==> src/rtl/stream_packet_generator.sv <==
// ----------------------------------------------------------------------------
// stream_packet_generator
//
// AXI-Stream test-packet source used to bring up a channel. After a start
// delay measured in ready-qualified cycles it emits packets made of one
// header beat followed by PKT_LEN payload beats in a selectable pattern,
// optionally separated by idle gaps. Backpressure is fully honoured: every
// stream output is a register, so TREADY never reaches TVALID/TDATA through
// combinational logic.
//
// Ports
//   clk               in   1           single clock, rising edge
//   reset             in   1           synchronous, active-low
//   enable            in   1           1 = run; 0 = finish packet then hold
//   mode              in   2           payload pattern, taken at each header
//   input_r_TVALID_0  out  1           stream valid
//   input_r_TREADY_0  in   1           stream ready from the sink
//   input_r_TDATA_0   out  DATA_WIDTH  stream data
//   input_r_TLAST_0   out  1           final beat of a packet
//   pkt_count         out  16          packets fully accepted (wraps)
//   busy              out  1           high while in HEADER, PAYLOAD or GAP
//   done              out  1           sticky once NUM_PKTS packets are sent
// ----------------------------------------------------------------------------
module stream_packet_generator #(
    parameter int unsigned DATA_WIDTH  = 32,
    parameter int unsigned PKT_LEN     = 216,
    parameter logic [31:0] HEADER_WORD = 32'h01000360,
    parameter int unsigned START_DELAY = 20000,
    parameter int unsigned NUM_PKTS    = 1,
    parameter int unsigned GAP_CYCLES  = 0,
    parameter logic [31:0] LFSR_SEED   = 32'hACE1ACE1
) (
    input  logic                  clk,
    input  logic                  reset,
    input  logic                  enable,
    input  logic [1:0]            mode,
    output logic                  input_r_TVALID_0,
    input  logic                  input_r_TREADY_0,
    output logic [DATA_WIDTH-1:0] input_r_TDATA_0,
    output logic                  input_r_TLAST_0,
    output logic [15:0]           pkt_count,
    output logic                  busy,
    output logic                  done
);

    typedef enum logic [2:0] {
        WAIT_START,
        HEADER,
        PAYLOAD,
        GAP,
        DONE
    } state_t;

    localparam logic [15:0]           LAST_BEAT  = 16'(PKT_LEN);
    localparam logic [19:0]           DELAY_END  = 20'(START_DELAY);
    localparam logic [16:0]           PKT_TARGET = 17'(NUM_PKTS);
    localparam logic [7:0]            GAP_LAST   = (GAP_CYCLES == 0) ? 8'd0 : 8'(GAP_CYCLES - 1);
    localparam logic                  ZERO_LEN   = (PKT_LEN == 0);
    localparam logic                  CONTINUOUS = (NUM_PKTS == 0);
    localparam logic                  HAS_GAP    = (GAP_CYCLES != 0);
    localparam logic [DATA_WIDTH-1:0] HEADER_EXT = DATA_WIDTH'(HEADER_WORD);
    localparam logic [31:0]           LFSR_TAPS  = 32'h0040_0007;

    state_t                  state_q;
    logic                    rdy_q;
    logic [19:0]             delay_q;
    logic [15:0]             beat_q;
    logic [7:0]              gap_q;
    logic [31:0]             lfsr_q;
    logic [1:0]              mode_q;
    logic                    tvalid_q;
    logic [DATA_WIDTH-1:0]   tdata_q;
    logic                    tlast_q;
    logic [15:0]             pkt_count_q;
    logic                    busy_q;
    logic                    done_q;

    logic                    xfer;
    logic [31:0]             lfsr_d;
    logic [15:0]             beat_d;
    logic [15:0]             pkt_count_d;
    logic                    last_pkt;

    // Builds one payload word for beat k. The 32-bit pattern is zero-extended
    // to the bus width; mode 3 inverts the 32-bit value only, so any upper
    // bits of a wider bus stay zero.
    function automatic logic [DATA_WIDTH-1:0] payloadWord(input logic [1:0]  sel,
                                                           input logic [15:0] k,
                                                           input logic [31:0] lfsr,
                                                           input logic [15:0] pkts);
        logic [31:0]           word;
        logic [DATA_WIDTH-1:0] wide;
        case (sel)
            2'd0:    word = {16'h0000, k};
            2'd1:    word = lfsr;
            2'd2:    word = {pkts, k};
            default: word = ~{16'h0000, k};
        endcase
        wide       = '0;
        wide[31:0] = word;
        return wide;
    endfunction

    // Next-value helpers shared by the state machine: the handshake, the
    // next LFSR value (left-shifting Galois form of x^32+x^22+x^2+x+1), the
    // next beat index and whether the packet now finishing is the last one.
    always_comb begin
        xfer        = tvalid_q & input_r_TREADY_0;
        lfsr_d      = {lfsr_q[30:0], 1'b0} ^ (lfsr_q[31] ? LFSR_TAPS : 32'h0000_0000);
        beat_d      = beat_q + 16'd1;
        pkt_count_d = pkt_count_q + 16'd1;
        last_pkt    = !CONTINUOUS && (({1'b0, pkt_count_q} + 17'd1) == PKT_TARGET);
    end

    // Single registered state machine. Every stream output is loaded here one
    // beat ahead: when the current beat is accepted the next beat (or idle)
    // is computed and registered on the same edge, which gives back-to-back
    // beats with TREADY high and holds everything still while TREADY is low.
    // The end-of-packet branch is shared by header-only packets and by the
    // last payload beat, since both are marked by TLAST being accepted.
    always_ff @(posedge clk) begin
        if (!reset) begin
            state_q     <= WAIT_START;
            rdy_q       <= 1'b0;
            delay_q     <= 20'd0;
            beat_q      <= 16'd0;
            gap_q       <= 8'd0;
            lfsr_q      <= LFSR_SEED;
            mode_q      <= 2'd0;
            tvalid_q    <= 1'b0;
            tdata_q     <= '0;
            tlast_q     <= 1'b0;
            pkt_count_q <= 16'd0;
            busy_q      <= 1'b0;
            done_q      <= 1'b0;
        end else begin
            rdy_q <= input_r_TREADY_0;
            case (state_q)
                WAIT_START: begin
                    if (enable && (delay_q == DELAY_END)) begin
                        state_q  <= HEADER;
                        busy_q   <= 1'b1;
                        tvalid_q <= 1'b1;
                        tdata_q  <= HEADER_EXT;
                        tlast_q  <= ZERO_LEN;
                    end else if (rdy_q && enable) begin
                        delay_q <= delay_q + 20'd1;
                    end
                end

                HEADER, PAYLOAD: begin
                    if (xfer) begin
                        if (tlast_q) begin
                            pkt_count_q <= pkt_count_d;
                            if ((state_q == PAYLOAD) && (mode_q == 2'd1)) begin
                                lfsr_q <= lfsr_d;
                            end
                            if (last_pkt) begin
                                state_q  <= DONE;
                                tvalid_q <= 1'b0;
                                tlast_q  <= 1'b0;
                                busy_q   <= 1'b0;
                                done_q   <= 1'b1;
                            end else if (!enable) begin
                                state_q  <= WAIT_START;
                                tvalid_q <= 1'b0;
                                tlast_q  <= 1'b0;
                                busy_q   <= 1'b0;
                            end else if (HAS_GAP) begin
                                state_q  <= GAP;
                                gap_q    <= 8'd0;
                                tvalid_q <= 1'b0;
                                tlast_q  <= 1'b0;
                            end else begin
                                state_q  <= HEADER;
                                tvalid_q <= 1'b1;
                                tdata_q  <= HEADER_EXT;
                                tlast_q  <= ZERO_LEN;
                            end
                        end else if (state_q == HEADER) begin
                            state_q <= PAYLOAD;
                            mode_q  <= mode;
                            beat_q  <= 16'd1;
                            tdata_q <= payloadWord(mode, 16'd1, lfsr_q, pkt_count_q);
                            tlast_q <= (LAST_BEAT == 16'd1);
                        end else begin
                            beat_q  <= beat_d;
                            if (mode_q == 2'd1) begin
                                lfsr_q <= lfsr_d;
                            end
                            tdata_q <= payloadWord(mode_q, beat_d, lfsr_d, pkt_count_q);
                            tlast_q <= (beat_d == LAST_BEAT);
                        end
                    end
                end

                GAP: begin
                    if (gap_q == GAP_LAST) begin
                        if (enable) begin
                            state_q  <= HEADER;
                            tvalid_q <= 1'b1;
                            tdata_q  <= HEADER_EXT;
                            tlast_q  <= ZERO_LEN;
                        end else begin
                            state_q <= WAIT_START;
                            busy_q  <= 1'b0;
                        end
                    end else begin
                        gap_q <= gap_q + 8'd1;
                    end
                end

                DONE: begin
                    tvalid_q <= 1'b0;
                end

                default: begin
                    state_q  <= WAIT_START;
                    tvalid_q <= 1'b0;
                    busy_q   <= 1'b0;
                end
            endcase
        end
    end

    assign input_r_TVALID_0 = tvalid_q;
    assign input_r_TDATA_0  = tdata_q;
    assign input_r_TLAST_0  = tlast_q;
    assign pkt_count        = pkt_count_q;
    assign busy             = busy_q;
    assign done             = done_q;

endmodule

==> config.mk <==
export PLATFORM = sky130hd
export DESIGN_NAME = stream_packet_generator
export DESIGN_NICKNAME = d
export VERILOG_FILES = /design/src/rtl/stream_packet_generator.sv
export SDC_FILE = /design/constraint.sdc
export NUM_CORES = 1
export LEC_CHECK = 0
export BUFFER_PORTS_ARGS = -buffer_cell sky130_fd_sc_hd__buf_2
export CAP_MARGIN = 25
export CELL_PAD_IN_SITES_DETAIL_PLACEMENT = 1
export CELL_PAD_IN_SITES_GLOBAL_PLACEMENT = 1
export CORE_ASPECT_RATIO = 0.8
export CORE_MARGIN = 4
export CORE_UTILIZATION = 30
export CTS_CLUSTER_DIAMETER = 30
export DETAILED_ROUTE_END_ITERATION = 8
export GPL_ROUTABILITY_DRIVEN = 0
export HOLD_SLACK_MARGIN = 0.03
export PLACE_DENSITY_LB_ADDON = 0.15
export SLEW_MARGIN = 20
export SYNTH_ARGS = -nofsm -noshare
export SYNTH_HDL_FRONTEND = slang
export SYNTH_SLANG_ARGS = --single-unit
export TNS_END_PERCENT = 10
==> constraint.sdc <==
create_clock -name clk -period 7.3 [get_ports clk]
set_input_delay 0 -clock clk [delete_from_list [all_inputs] [get_ports clk]]
set_output_delay 0 -clock clk [all_outputs]
set_load 0.1 [all_outputs]
Word level (Yosys, flattened, before mapping):

Cells that the tools add are included.

* flip-flop bits (word level): 134
* input bits: 6
* output and inout bits: 52
* word-level logic and storage cells: 112

* $add $sub $neg: 5
* eq/ne operators: 20
* muxes and demuxes: 45
* bitwise logic cells: 7
* reduce and logical (&&, ||, !) cells: 22

Operators with widths (number)
* $mux 32: 11
* $pmux 32 s3: 3
* $add 16x1->16 const B: 2
* $not 16->32: 1
* $xor 32x23->32: 1
* $reduce_and 5->1: 6
* $mux 23: 1
* $add 20x1->20 const B: 1
* $eq 20x15->1 const B: 1
* $mux 1: 19
* $mux 3: 6
* $add 16x1->17 const B: 1
* $eq 17x1->1 const B: 1
* $eq 16x8->1 const B: 1
* $mux 16: 1
* $ne 2x2->1 const B: 6
* $pmux 3 s4: 1
* $reduce_and 3->1: 3
* $add 8x1->8 const B: 1
* $logic_not 8->1: 1
* $reduce_and 4->1: 2
* $eq 3x2->1 const B: 2
* $ne 3x3->1 const B: 2
* $pmux 1 s3: 2
* 15 further kinds: 23

Longest topological paths before layout:

* depth in word-level cells: 7
* depth in mapped cells: 10
* mapped depth without buffers: 9

Worst setup path after synthesis:

OpenSTA, ideal clock, no wires.

* path type: reg-to-reg
* start: reg pkt_count_q[5], in the netlist pkt_count[5]
* end: reg tdata_q[0], in the netlist input_r_TDATA_0[0]
* data arrival time: 3.087 ns
* data required time: 7.237 ns
* path slack: 4.150 ns
* stages on the path, launching flop included: 10
* path buffers: 2
* cell sequence: dfxtp_1 > buf_2 > nand4_4 > nor4_2 > o211ai_1 > a22o_1 > or4_1 > nand2_1 > buf_4 > a32o_1

* cells in the longest elaborated chain, start to end: 4

Ends and longest elaborated chain
* start: declaration: line 74 `logic [15:0] pkt_count_q;`
* start signal: assignment: line 154 `pkt_count_q <= pkt_count_d;`
* $add 16x1->17: line 112 `last_pkt = !CONTINUOUS && (({1'b0, pkt_count_q} + 17'd1) == PKT_TARGET);`
* $eq 17x1->1: line 112
* $ne 3x3->1 (no source line)
* $reduce_and 5->1 (no source line)
* end signal: assignment: line 184 `tdata_q <= payloadWord(mode, 16'd1, lfsr_q, pkt_count_q);`
* end signal: assignment: line 191 `tdata_q <= payloadWord(mode_q, beat_d, lfsr_d, pkt_count_q);`
* end: declaration: line 72 `logic [DATA_WIDTH-1:0] tdata_q;`

No other way between the ends.
A chain may end at the register's enable or synchronous reset.

Final worst setup path:

* start: reg pkt_count_q[0], in the netlist pkt_count[0]
* end: reg tdata_q[4], in the netlist input_r_TDATA_0[4]

Same word-level chain as after synthesis.

==> summary.md <==
| Metric | Value |
|---|---|
| P&R area growth vs syn | `14.4%` |
| Main combinational cell family by area after synthesis | `simple AND/OR/NAND/NOR gates` |
| Drt drc | `0` |
| Combinational power share | `~2.2%` |
| CP endpoint kind | `register` |
| Post-route insts no fill | `roughly 1300` |
| Initial antenna violation count | `0` |
| Synth Flop Type | `dfxtp_1` |
| Worst Clk Skew | `between 0.01 and 0.015 ns` |
| Multi-input logic area | `between 4000 and 5000 µm²` |
| Outcome | `complete, no violations` |
| Post-detailed-route count of antenna-violating nets | `0` |
| Hold crit path type | `input port to register` |
| Fin crit period | `slightly above 3 ns` |
| Worst-skew pair later-pin latency | `around 0.43 ns` |
| Mux contribution to synthesized area | `approximately 1.7%` |
| Routed len/inst | `approximately 20 µm` |
| Setup WS pre-CTS | `between 4 and 5 ns` |
| I/O pin cnt | `slightly below 60` |
| CTS clock-pin slew for the worst setup and hold paths | `0.06 ns` |
| GRT overflow | `0` |
| #FFs+latches synth | `between 100 and 150` |
| EDFF count, synth | `0` |
| CP max FO | `11` |
| NetSw | `approximately 370 µW` |
| Largest net degree at the start of global routing | `70` |
| Internal cell power | `1300 µW` |
| Fin crit share | `a little over two fifths` |
| Max cap viols | `0` |
| # resized after CTS | `0` |
| Fillers | `around 2900` |
| Power Density | `199 nW/µm²` |
| Die area | `approximately 27000 µm²` |
| Mapped Area | `~7400 µm²` |
| Kind of critical path | `register to register` |
| Setup TNS | `0 ns` |
| Top post-synthesis cells by area | `dfxtp_1 36%, nor2_1 6.8%, nand2_1 6.8%` |
| Cells after synthesis | `982` |
| Util after Layout | `approximately 35%` |
| Synth Area per Inst | `about 7.5 µm²` |
| CTS tree | `done` |
| CTS buffer count | `17` |
| Post-synth net total | `996` |
| Vias/cell | `5.44` |
| First-pass GRT wire length | `41.5 mm` |
| CP arrival | `between 3 and 4 ns` |
| TritonRoute pass-1 iters | `5` |
| Core Region | `around 24000 µm²` |
| CTS sink cnt | `about 130` |
| Drt total wl | `~26 mm` |
| Vias in the first global route | `7009` |
| Placed cell count | `about 1300` |
| Worst Tran Pin Value | `approximately 1.1 ns` |
| Post-synth top area cell | `dfxtp_1` |
| PortBufs | `57` |
| Register area share after synthesis | `between 30% and 40%` |
| CP Launch Type | `register` |
| Layout cell share with drive strength beyond 1 | `about 12%` |
| Net Sw Frac | `around 22%` |
| Peak supply drop | `approximately 0.00015 V` |
| H-tree levels | `4` |
| Critical Path RT | `around 7.7 ns` |
| Hold Crit Depth | `2` |
| HP Start | `reset` |
| RSZ-0062 raised after global routing | `false` |
| Max Fclk | `around 320 MHz` |
| Sequential power share | `43.8%` |
| Worst r2r src | `pkt_count[0]$_SDFFE_PN0P_` |
| Total power | `about 1700 µW` |
| CTS Hold Bufs | `1` |
| DIE WIDTH | `~180 µm` |
| FF+latch area | `about 2700 µm²` |
| Final worst slack | `approximately 4.2 ns` |
| R2R depth | `8` |
| Post-Synth XOR/XNOR Area | `6.66%` |
| Commonest cells after routing, fill and taps aside | `134 x nor2_1, 134 x dfxtp_1, 133 x nand2_1, 92 x a21oi_1, 57 x buf_2` |
| Synth Area in Adders | `1.36%` |
| Die Height | `148 µm` |
| Crit path from | `pkt_count[0]$_SDFFE_PN0P_` |
| Clk root buf | `clkbuf_16` |
| Nets | `about 1000` |
| Clock power frac | `between 50% and 60%` |
| GRT Overall Usage | `between 10% and 20%` |
| Yosys top cell area share | `36.4%` |
| Via count | `roughly 7100` |
| Hold Vio Cnt, Final | `0` |
| Synth warn | `0` |
| HPWL Detailed | `approximately 18 mm` |
| Setup-failing EPs final | `0` |
| Netlist cell types | `67` |
| CTS max path bufs | `2` |
| # diodes | `0` |
| # rows | `50` |
| Ys async rst share | `0%` |
| LEAKAGE | `0.00310 µW` |
| Slew HR | `23.5%` |
| Post-CTS setup buffers | `0` |
| 1st-iter DRT viols | `540` |
| Initial Util | `just over 30%` |
| Compound-Gate Fraction of Synth Area | `around a fifth` |
| Synth Area in Simple Gates | `29.6%` |
| Slew Viols, Final | `0` |
worst max-delay path, stage by stage, from the launching register on:
cell and delay, ns:
dfxtp_1 0.44, ha_1 0.32, inv_1 0.12, nor2_1 0.49, xnor2_1 0.18, o2111ai_1 0.22, or4_1 0.60, nand2_1 0.43
a32o_1 0.23
cell usage after synthesis, types with 3 or more instances:
library cell and n:
clkbuf_1 60, or4_1 4, nor2_1 134, nand2_1 133, o32ai_1 4, buf_2 14, and4_1 5, nand3b_1 4
xor2_1 27, ha_1 8, nor3b_1 6, a21oi_1 93, o21ai_0 35, o211a_1 6, and2_1 7, o221ai_1 15
and3_1 15, mux2_2 3, xnor2_1 29, inv_1 13, a22oi_1 4, mux2i_1 9, nand4_1 15, a21o_1 4
nor3_1 47, nor4b_1 3, dfxtp_1 134, a31o_2 9, a211oi_1 12, or3_1 10, o211ai_1 12, nor4_1 7
nand3_1 55, buf_4 5, a32o_1 3
routing by layer:
metal  global-route usage [%]  share of wire [%]
met4                     3.09               0.60
met3                     3.81                3.4
met5                        0                  0
met1                     29.7                 54
met2                     28.2                 42
cell type report:
type / instances / share of cell area [%]
repair buffers: 68 / 4.40
multi-input cells: 754 / 51.3
well taps: 312 / 4.64
inverters: 15 / 0.669
clock inverters: 8 / 1.46
flip-flops and latches: 134 / 31.9
clock buffers: 23 / 5.68
registers in the layout (all words and copies together), names as in the netlist:
| name | cells |
|---|---|
| done | 1 |
| delay_q | 20 |
| mode_q | 2 |
| rdy_q | 1 |
| input_r_TVALID_0 | 1 |
| gap_q | 8 |
| state_q | 3 |
| input_r_TLAST_0 | 1 |
| beat_q | 16 |
| busy | 1 |
| input_r_TDATA_0 | 32 |
| pkt_count | 16 |
| lfsr_q | 32 |
worst paths after layout:
check | slack, ns | to
worst min-delay path | 0.06 | lfsr_q[15]$_SDFFE_PN1P_
worst max-delay path | 4.18 | input_r_TDATA_0[4]$_SDFFE_PN0P_
worst min register to register | 0.47 | done$_SDFFE_PN0P_
worst max register to register | 4.18 | input_r_TDATA_0[4]$_SDFFE_PN0P_
through the flow:
stage | instance area, µm² | hold slack (ns)
floorplan | 7360 | 0.122
CTS | 8420 | 0.0329
detailed placement | 7810 | 0.324
finish | 8420 | 0.0573
global route | 8420 | 0.0617
global placement | 7800 | 0.330
kinds of logic after synthesis:
group,Yosys count
muxes,12
xor gates and xnor gates,56
DFF,134
buffers and inverters,94
AOI/OAI and AO/OA,217
and+or+nand+nor,461
adders and majority gates,8
power by group through the flow:
stage,Clock (µW),Sequential [µW],Combinational (µW)
final,904,733,36.8
after global routing,951,732,40.4
after floorplan,0,749,25.4
after CTS,925,733,37.3
after global placement,0,749,37.5
after detailed placement,0,749,36.9
Power figures use the tool's default switching activity.
